==> src/rtl/obi_fill_master.sv <==
//==============================================================================
// Module   : obi_fill_master
// Brief    : Register-programmed OBI initiator; fills a region with a pattern
//            or reads it back and accumulates a 32-bit sum.
// Revision : 1.0
//==============================================================================
`default_nettype none

package obi_fill_pkg;

  typedef struct packed {
    logic        valid;
    logic        write;
    logic [31:0] addr;
    logic [31:0] wdata;
    logic [3:0]  wstrb;
  } reg_req_t;

  typedef struct packed {
    logic        ready;
    logic [31:0] rdata;
    logic        error;
  } reg_rsp_t;

  typedef struct packed {
    logic        req;
    logic        we;
    logic [3:0]  be;
    logic [31:0] addr;
    logic [31:0] wdata;
  } obi_req_t;

  typedef struct packed {
    logic        gnt;
    logic        rvalid;
    logic [31:0] rdata;
  } obi_resp_t;

endpackage

module obi_fill_master
  import obi_fill_pkg::*;
#(
  parameter int unsigned MAX_LEN_W = 16
) (
  input  logic      clk_i,
  input  logic      rst_ni,
  input  reg_req_t  reg_req_i,
  output reg_rsp_t  reg_rsp_o,
  output obi_req_t  obi_req_o,
  input  obi_resp_t obi_rsp_i,
  output logic      done_int_o
);

  localparam logic [4:0] c_off_addr    = 5'h00;
  localparam logic [4:0] c_off_len     = 5'h04;
  localparam logic [4:0] c_off_pattern = 5'h08;
  localparam logic [4:0] c_off_ctrl    = 5'h0C;
  localparam logic [4:0] c_off_status  = 5'h10;
  localparam logic [4:0] c_off_sum     = 5'h14;
  localparam logic [4:0] c_off_count   = 5'h18;

  typedef enum logic [1:0] {
    S_IDLE   = 2'd0,
    S_REQ    = 2'd1,
    S_WAIT_R = 2'd2,
    S_DONE   = 2'd3
  } state_t;

  // Software-visible configuration
  logic [31:0]          r_addr_cfg;
  logic [MAX_LEN_W-1:0] r_len_cfg;
  logic [31:0]          r_pattern_cfg;
  logic                 r_mode_cfg;
  logic                 r_incr_cfg;

  // Job state
  state_t               r_state;
  logic [31:0]          r_cur_addr;
  logic [31:0]          r_fill;
  logic [31:0]          r_sum;
  logic [MAX_LEN_W-1:0] r_len_job;
  logic [MAX_LEN_W-1:0] r_count;
  logic                 r_mode;
  logic                 r_incr;
  logic                 r_abort_pend;
  logic                 r_done;
  logic                 r_aborted;
  logic                 r_done_int;
  logic                 r_req;
  logic                 r_we;
  logic [3:0]           r_be;

  logic [4:0]           w_off;
  logic                 w_wr;
  logic                 w_busy;
  logic                 w_in_xfer;
  logic                 w_bad_off;
  logic                 w_ctrl_wr;
  logic                 w_cfg_wr;
  logic                 w_start;
  logic                 w_abort;
  logic                 w_mode_new;
  logic                 w_incr_new;
  logic                 w_last;
  logic [MAX_LEN_W-1:0] w_count_inc;
  logic [31:0]          w_rdata;
  logic                 w_unused_ok;

  function automatic logic [31:0] f_merge(input logic [31:0] old_v,
                                          input logic [31:0] new_v,
                                          input logic [3:0]  strb);
    logic [31:0] res;
    for (int b = 0; b < 4; b++) begin
      res[8*b +: 8] = strb[b] ? new_v[8*b +: 8] : old_v[8*b +: 8];
    end
    return res;
  endfunction

  assign w_off       = reg_req_i.addr[4:0];
  assign w_wr        = reg_req_i.valid & reg_req_i.write;
  assign w_busy      = (r_state != S_IDLE);
  assign w_in_xfer   = (r_state == S_REQ) | (r_state == S_WAIT_R);
  assign w_cfg_wr    = w_wr & ~w_busy;
  assign w_ctrl_wr   = w_wr & (w_off == c_off_ctrl) & reg_req_i.wstrb[0];
  assign w_start     = w_ctrl_wr & reg_req_i.wdata[0] & ~w_busy;
  assign w_abort     = w_ctrl_wr & reg_req_i.wdata[3] & w_in_xfer;
  assign w_mode_new  = (w_ctrl_wr & ~w_busy) ? reg_req_i.wdata[1] : r_mode_cfg;
  assign w_incr_new  = (w_ctrl_wr & ~w_busy) ? reg_req_i.wdata[2] : r_incr_cfg;
  assign w_count_inc = r_count + {{(MAX_LEN_W-1){1'b0}}, 1'b1};
  // An abort written in the same cycle as rvalid still stops after this word
  assign w_last      = (w_count_inc == r_len_job) | r_abort_pend | w_abort;
  assign w_unused_ok = ^reg_req_i.addr[31:5];

  always_comb begin
    w_rdata   = 32'h0;
    w_bad_off = 1'b0;
    case (w_off)
      c_off_addr:    w_rdata = r_addr_cfg;
      c_off_len:     w_rdata = 32'(r_len_cfg);
      c_off_pattern: w_rdata = r_pattern_cfg;
      c_off_ctrl:    w_rdata = 32'h0;
      c_off_status:  w_rdata = {29'h0, r_aborted, r_done, w_busy};
      c_off_sum:     w_rdata = r_sum;
      c_off_count:   w_rdata = 32'(r_count);
      default:       w_bad_off = 1'b1;
    endcase
  end

  assign reg_rsp_o = '{
    ready: reg_req_i.valid,
    rdata: reg_req_i.valid ? w_rdata : 32'h0,
    error: reg_req_i.valid & w_bad_off
  };

  assign obi_req_o = '{
    req:   r_req,
    we:    r_we,
    be:    r_be,
    addr:  r_cur_addr,
    wdata: r_fill
  };

  assign done_int_o = r_done_int;

  always_ff @(posedge clk_i or negedge rst_ni) begin
    if (!rst_ni) begin
      r_addr_cfg    <= 32'h0;
      r_len_cfg     <= '0;
      r_pattern_cfg <= 32'h0;
      r_mode_cfg    <= 1'b0;
      r_incr_cfg    <= 1'b0;
    end else if (w_cfg_wr) begin
      if (w_off == c_off_addr) begin
        r_addr_cfg <= f_merge(r_addr_cfg, reg_req_i.wdata, reg_req_i.wstrb) & 32'hFFFF_FFFC;
      end
      if (w_off == c_off_len) begin
        r_len_cfg <= MAX_LEN_W'(f_merge(32'(r_len_cfg), reg_req_i.wdata, reg_req_i.wstrb));
      end
      if (w_off == c_off_pattern) begin
        r_pattern_cfg <= f_merge(r_pattern_cfg, reg_req_i.wdata, reg_req_i.wstrb);
      end
      r_mode_cfg <= w_mode_new;
      r_incr_cfg <= w_incr_new;
    end
  end

  always_ff @(posedge clk_i or negedge rst_ni) begin
    if (!rst_ni) begin
      r_state      <= S_IDLE;
      r_cur_addr   <= 32'h0;
      r_fill       <= 32'h0;
      r_sum        <= 32'h0;
      r_len_job    <= '0;
      r_count      <= '0;
      r_mode       <= 1'b0;
      r_incr       <= 1'b0;
      r_abort_pend <= 1'b0;
      r_done       <= 1'b0;
      r_aborted    <= 1'b0;
      r_done_int   <= 1'b0;
      r_req        <= 1'b0;
      r_we         <= 1'b0;
      r_be         <= 4'h0;
    end else begin
      r_done_int <= 1'b0;
      if (w_abort) begin
        r_abort_pend <= 1'b1;
      end

      case (r_state)
        S_IDLE: begin
          if (w_start) begin
            r_cur_addr <= r_addr_cfg;
            r_fill     <= r_pattern_cfg;
            r_len_job  <= r_len_cfg;
            r_mode     <= w_mode_new;
            r_incr     <= w_incr_new;
            r_we       <= ~w_mode_new;
            r_count    <= '0;
            r_done     <= 1'b0;
            r_aborted  <= 1'b0;
            if (w_mode_new) begin
              r_sum <= 32'h0;
            end
            if (r_len_cfg != '0) begin
              r_state <= S_REQ;
              r_req   <= 1'b1;
              r_be    <= 4'hF;
            end else begin
              r_state    <= S_DONE;
              r_done_int <= 1'b1;
            end
          end
        end

        // Request fields are held by their registers until the grant
        S_REQ: begin
          if (obi_rsp_i.gnt) begin
            r_req   <= 1'b0;
            r_be    <= 4'h0;
            r_state <= S_WAIT_R;
          end
        end

        S_WAIT_R: begin
          if (obi_rsp_i.rvalid) begin
            r_count    <= w_count_inc;
            r_cur_addr <= r_cur_addr + 32'd4;
            if (r_mode) begin
              r_sum <= r_sum + obi_rsp_i.rdata;
            end
            if (r_incr) begin
              r_fill <= r_fill + 32'd1;
            end
            if (w_last) begin
              r_state    <= S_DONE;
              r_done_int <= 1'b1;
            end else begin
              r_state <= S_REQ;
              r_req   <= 1'b1;
              r_be    <= 4'hF;
            end
          end
        end

        S_DONE: begin
          r_done       <= 1'b1;
          r_aborted    <= r_aborted | r_abort_pend;
          r_abort_pend <= 1'b0;
          r_state      <= S_IDLE;
        end

        default: r_state <= S_IDLE;
      endcase
    end
  end

endmodule

`default_nettype wire

==> config.mk <==
export PLATFORM = sky130hd
export DESIGN_NAME = obi_fill_master
export DESIGN_NICKNAME = d
export VERILOG_FILES = /design/src/rtl/obi_fill_master.sv
export SDC_FILE = /design/constraint.sdc
export NUM_CORES = 1
export LEC_CHECK = 0
export ABC_AREA = 1
export BUFFER_PORTS_ARGS = -buffer_cell sky130_fd_sc_hd__clkbuf_2
export CAP_MARGIN = 30
export CORE_MARGIN = 4
export CORE_UTILIZATION = 41
export CTS_CLUSTER_SIZE = 16
export DETAILED_ROUTE_END_ITERATION = 8
export SLEW_MARGIN = 0
export SYNTH_ARGS = -nofsm -noshare
export SYNTH_HDL_FRONTEND = slang
export SYNTH_SLANG_ARGS = --single-unit
==> constraint.sdc <==
create_clock -name clk_i -period 3.4 [get_ports clk_i]
set_clock_uncertainty 0.2 [all_clocks]
set_input_delay 0.68 -clock clk_i [delete_from_list [all_inputs] [get_ports clk_i]]
set_output_delay 0.68 -clock clk_i [all_outputs]
set_load 0.02 [all_outputs]
# --- After elaboration in Yosys (flattened, before gate mapping) ---
# Cells that the tools add are included.
op_classes:
  add_sub_neg: 4
  eq_ne: 18
  mux: 48
  bitwise_logic: 16
  n_reduce_logical: 26
ops:
  columns: ["cell", "count"]
  rows:
  - ["2-to-1 mux 32 bit", 10]
  - ["case mux 32 bit (2 select lines)", 3]
  - ["case mux 32 bit (6 select lines)", 1]
  - ["AND reduction 3 bit", 12]
  - ["adder 32 x 1 -> 32 bit, second input constant", 1]
  - ["adder 32 x 3 -> 32 bit, second input constant", 1]
  - ["adder 32 bit", 1]
  - ["2-to-1 mux 16 bit", 2]
  - ["case mux 16 bit (2 select lines)", 1]
  - ["2-to-1 mux 4 bit", 5]
  - ["adder 16 x 1 -> 16 bit, second input constant", 1]
  - ["equality test 16 bit", 1]
  - ["inequality test 2 bit, second input constant", 8]
  - ["nonzero test 16 bit", 1]
  - ["equality test 5 bit, second input constant", 3]
  - ["2-to-1 mux 1 bit", 15]
  - ["case mux 4 bit (3 select lines)", 1]
  - ["AND 1 bit", 10]
  - ["equality test 5 x 4 -> 1 bit, second input constant", 2]
  - ["2-to-1 mux 2 bit", 5]
  - ["case mux 2 bit (4 select lines)", 1]
  - ["nonzero test 2 bit", 4]
  - ["OR reduction 7 bit", 1]
  - ["case mux 1 bit (2 select lines)", 3]
  - ["other kinds (13)", 19]
word_totals:
  ff_bits: 222
  out_inout_bits: 105
  word_cells: 139

# --- Depth between registers and ports, before layout ---
depth:
  depth_word: 9
  depth_mapped: 17
  ltp_nobuf: 17

# --- Worst setup path after synthesis ---
# No wires, ideal clock.
synth_path:
  path_type: "input to output"
  start: "input reg_req_i[37] (netlist name)"
  end: "output reg_rsp_o[22] (netlist name)"
  arrival_ps: 1952
  t_required_ps: 2520
  path_slack_ps: 568
  stages: 9
  n_path_buf: 2
  path_cell_list: "nor2_4 nand3_1 nor2_1 inv_1 clkbuf_1 clkbuf_1 nor2_1 o21ai_0 inv_1"
synth_lines:
  columns: ["element", "line_no", "text"]
  rows:
  - ["from (decl)", "48", "input reg_req_t reg_req_i,"]
  - ["to (decl)", "49", "output reg_rsp_t reg_rsp_o,"]

==> results.cfg <==
[final_layout]
area_growth_syn_to_layout_pct = 17.2
fin_nets = 2108
layout_commonest_cell = nand2_1
design_area_um2 = 15500
drive_above_1_share_pct = 14.8
final_cell_mix = 358 x nand2_1, 265 x inv_1, 228 x o21ai_0

[timing]
relSlewSlack_pct = 47.7
fin_setup_tns_ps = 0
fmax_ghz = 0.325
rsz0062_at_grt = no
finalCriticalPeriod_ps = 3080
worst_hold_slack_ps = 174
final_hold_viol_count = 0
tightest_slew_ps = 778
fin_crit_sh_pct = 90.5
setup_viol = 0
slew_violations = 0
finalWorstSetupSlack_ps = 322

[worst_setup_path]
crit_chain = clkbuf_2 > inv_1 > nor2_1 > nand3_1 > buf_4 > o22ai_1 > a2111oi_0 > nor2_1 > clkbuf_2
cpLargestDelayFamily = compound AO/OA/AOI/OAI gates
critPathMaxStageDelay_ps = 550
r2r_slack_ps = 550
critPathCaptureType = primary output
worstPathArrival_ps = 2200
worstSetupPathType = in -> out
crit_path_top_delay_cell = a2111oi_0
worstPathRequired_ps = 2520
startpoint_type = input pin
worst-path-buf-inv = 4
critPathMaxFanout = 17

[power]
power_density_nw_per_um2 = 795
p_leak_uw = 0.00777
max-vdd-ir-drop_v = 0.000462

[place]
dp_hpwl_mm = 33.0
placed_cell_area_um2 = 14600
pre_cts_slack_ps = 302
place.gp.congestion = 0.942
port_buffers = 181

[route]
firstDrtPassIters = 5
antenna_left = 0
wl_per_cell_um = 18.1
via_per_inst = 5.37
wl_mm = 43.2
drc = 0
drt-initial-drc-count = 945
vias = 12800

[die]
die_y_um = 188
die_x_um = 188
start_util_pct = 41.8
fp.dieArea_um2 = 35300
core_um2 = 31700
ioPinCount = 211
placementRows = 65

[grt]
overflow = 0
grt_use_total_pct = 23.8
grt_pass1_wl_mm = 68.2
antenna_found_initial = 0
grt_max_degree = 101
grt_pass1_vias = 12400

[status]
status = finished, final reports clean

[clocking]
clkTransAtPathRegs_ps = 60
cts_tree = done
clkLatencyLatePin_ps = 530
cts.path.max_buffers = 3
htreeDepth = 1
cts.sinks = 215
numCtsBuffers = 26
cts_root_buf = clkbuf_16
cts_setup_buffers = 0

[synth]
ys_types = 56
synth-seq-area-share_pct = 40.6
ys.warnings.count = 0
syn-cell-area_um2 = 13300
synthCells = 1789
avgSynthCellArea_um2 = 7.41
synth_seq_cells = 215

[hold_path]
holdCritPathClass = in -> reg

[flow_run]
maxCapViolations = 0
==> final timing paths <==
kind | start | to | cells after the start
hold reg to reg | r_we$_DFFE_PN0P_ | r_we$_DFFE_PN0P_ | 2
min in group asynchronous | rst_ni | r_count[1]$_DFFE_PN0P_ | 2
hold / removal | reg_req_i[30] | r_addr_cfg[26]$_DFFE_PN0P_ | 3
setup reg to reg | r_fill[0]$_DFFE_PN0P_ | r_fill[30]$_DFFE_PN0P_ | 11
setup / recovery | reg_req_i[38] | reg_rsp_o[3] | 9
max in group asynchronous | rst_ni | r_pattern_cfg[31]$_DFFE_PN0P_ | 3
==> stage by stage <==
step	util, %	std cells	power (µW)
after CTS	49.0	2385	12400
after global placement	46.2	2336	9400
after floorplan	-	1790	7730
after global routing	49.0	2385	13300
final	49.0	2386	12400
after detailed placement	46.2	2336	9530
==> registers in the layout, indices dropped and copies added (netlist names) <==
register	cells
r_len_cfg	16
r_mode_cfg	1
done_int_o	1
r_count	16
r_addr_cfg	30
r_len_job	16
r_sum	32
r_fill	32
r_be	1
r_pattern_cfg	32
r_aborted	1
r_incr	1
r_mode	1
r_cur_addr	30
r_we	1
r_state	2
r_done	1
r_abort_pend	1
==> cell families (layout without fill, tap and decap cells) <==
family	count (synthesis)	count (layout)	share of synthesized area (%)
compound gates	474	474	20.2
xor+xnor	57	57	3.77
fa+ha+maj	39	39	3.74
buf+inv	341	534	10.3
flops	215	215	40.6
mux	6	6	0.510
other cells	1	3	0.0283
simple gates	656	656	20.9
==> what timing repair did <==
action / 4_1_cts / 5_1_grt
resized for setup: 0 / 0
hold buffers: 1 / 0
endpoints found under the setup margin: 0 / 0
hold endpoints to repair: 55 / 0
==> cell type report <==
class / count / area (µm²)
fillers: 3179 / 16200
multi-input cells: 1234 / 6510
flip-flops and latches: 215 / 5380
repair buffers: 216 / 1240
inverters: 270 / 1010
clock buffers: 35 / 756
well taps: 402 / 503
clock inverters: 13 / 123
diodes: 1 / 2.50
==> report_power, final <==
part | switching, µW | internal (µW)
Clock | 1140 | 1710
Combinational | 3820 | 1790
Sequential | 631 | 3260
==> Yosys cell counts (all sizes together) <==
cell type | count | area share, %
a2111oi | 1 | 0.066
a211oi | 16 | 0.91
a21boi | 1 | 0.057
a21o | 7 | 0.40
a21oi | 87 | 3.3
a221oi | 2 | 0.13
a22oi | 7 | 0.50
a2bb2oi | 1 | 0.066
a31o | 1 | 0.066
a31oi | 5 | 0.24
and2 | 2 | 0.094
buf | 26 | 1.3
clkbuf | 45 | 1.4
clkinv | 2 | 0.066
conb | 1 | 0.028
dfrtp | 215 | 41
fa | 1 | 0.15
ha | 38 | 3.6
inv | 268 | 7.6
mux2 | 6 | 0.51
nand2 | 359 | 10
nand3 | 66 | 2.5
nand3b | 7 | 0.40
nand4 | 21 | 0.99
nor2 | 155 | 4.6
nor3 | 34 | 1.5
nor3b | 1 | 0.057
nor4 | 6 | 0.33
o211ai | 7 | 0.40
o21a | 2 | 0.11
o21ai | 237 | 9.1
o21bai | 3 | 0.17
o221ai | 2 | 0.13
o22ai | 92 | 4.3
o31ai | 2 | 0.11
o41ai | 1 | 0.066
or2 | 5 | 0.24
xnor2 | 10 | 0.66
xor2 | 47 | 3.1
==> per-layer routing <==
metal,routed length (µm),track usage (%)
met3,2510,2.66
met5,0,0
met4,939,5.25
met2,20100,39.1
met1,19600,34.1
==> tightest hold or removal path: cells and delay by family <==
| kind | cells | cell delay, ps |
|---|---|---|
| buffers and inverters | 1 | 90 |
| AO/OA/AOI/OAI | 1 | 50 |
| AND/OR/NAND/NOR | 1 | 50 |
Power figures use the tool's default switching activity.
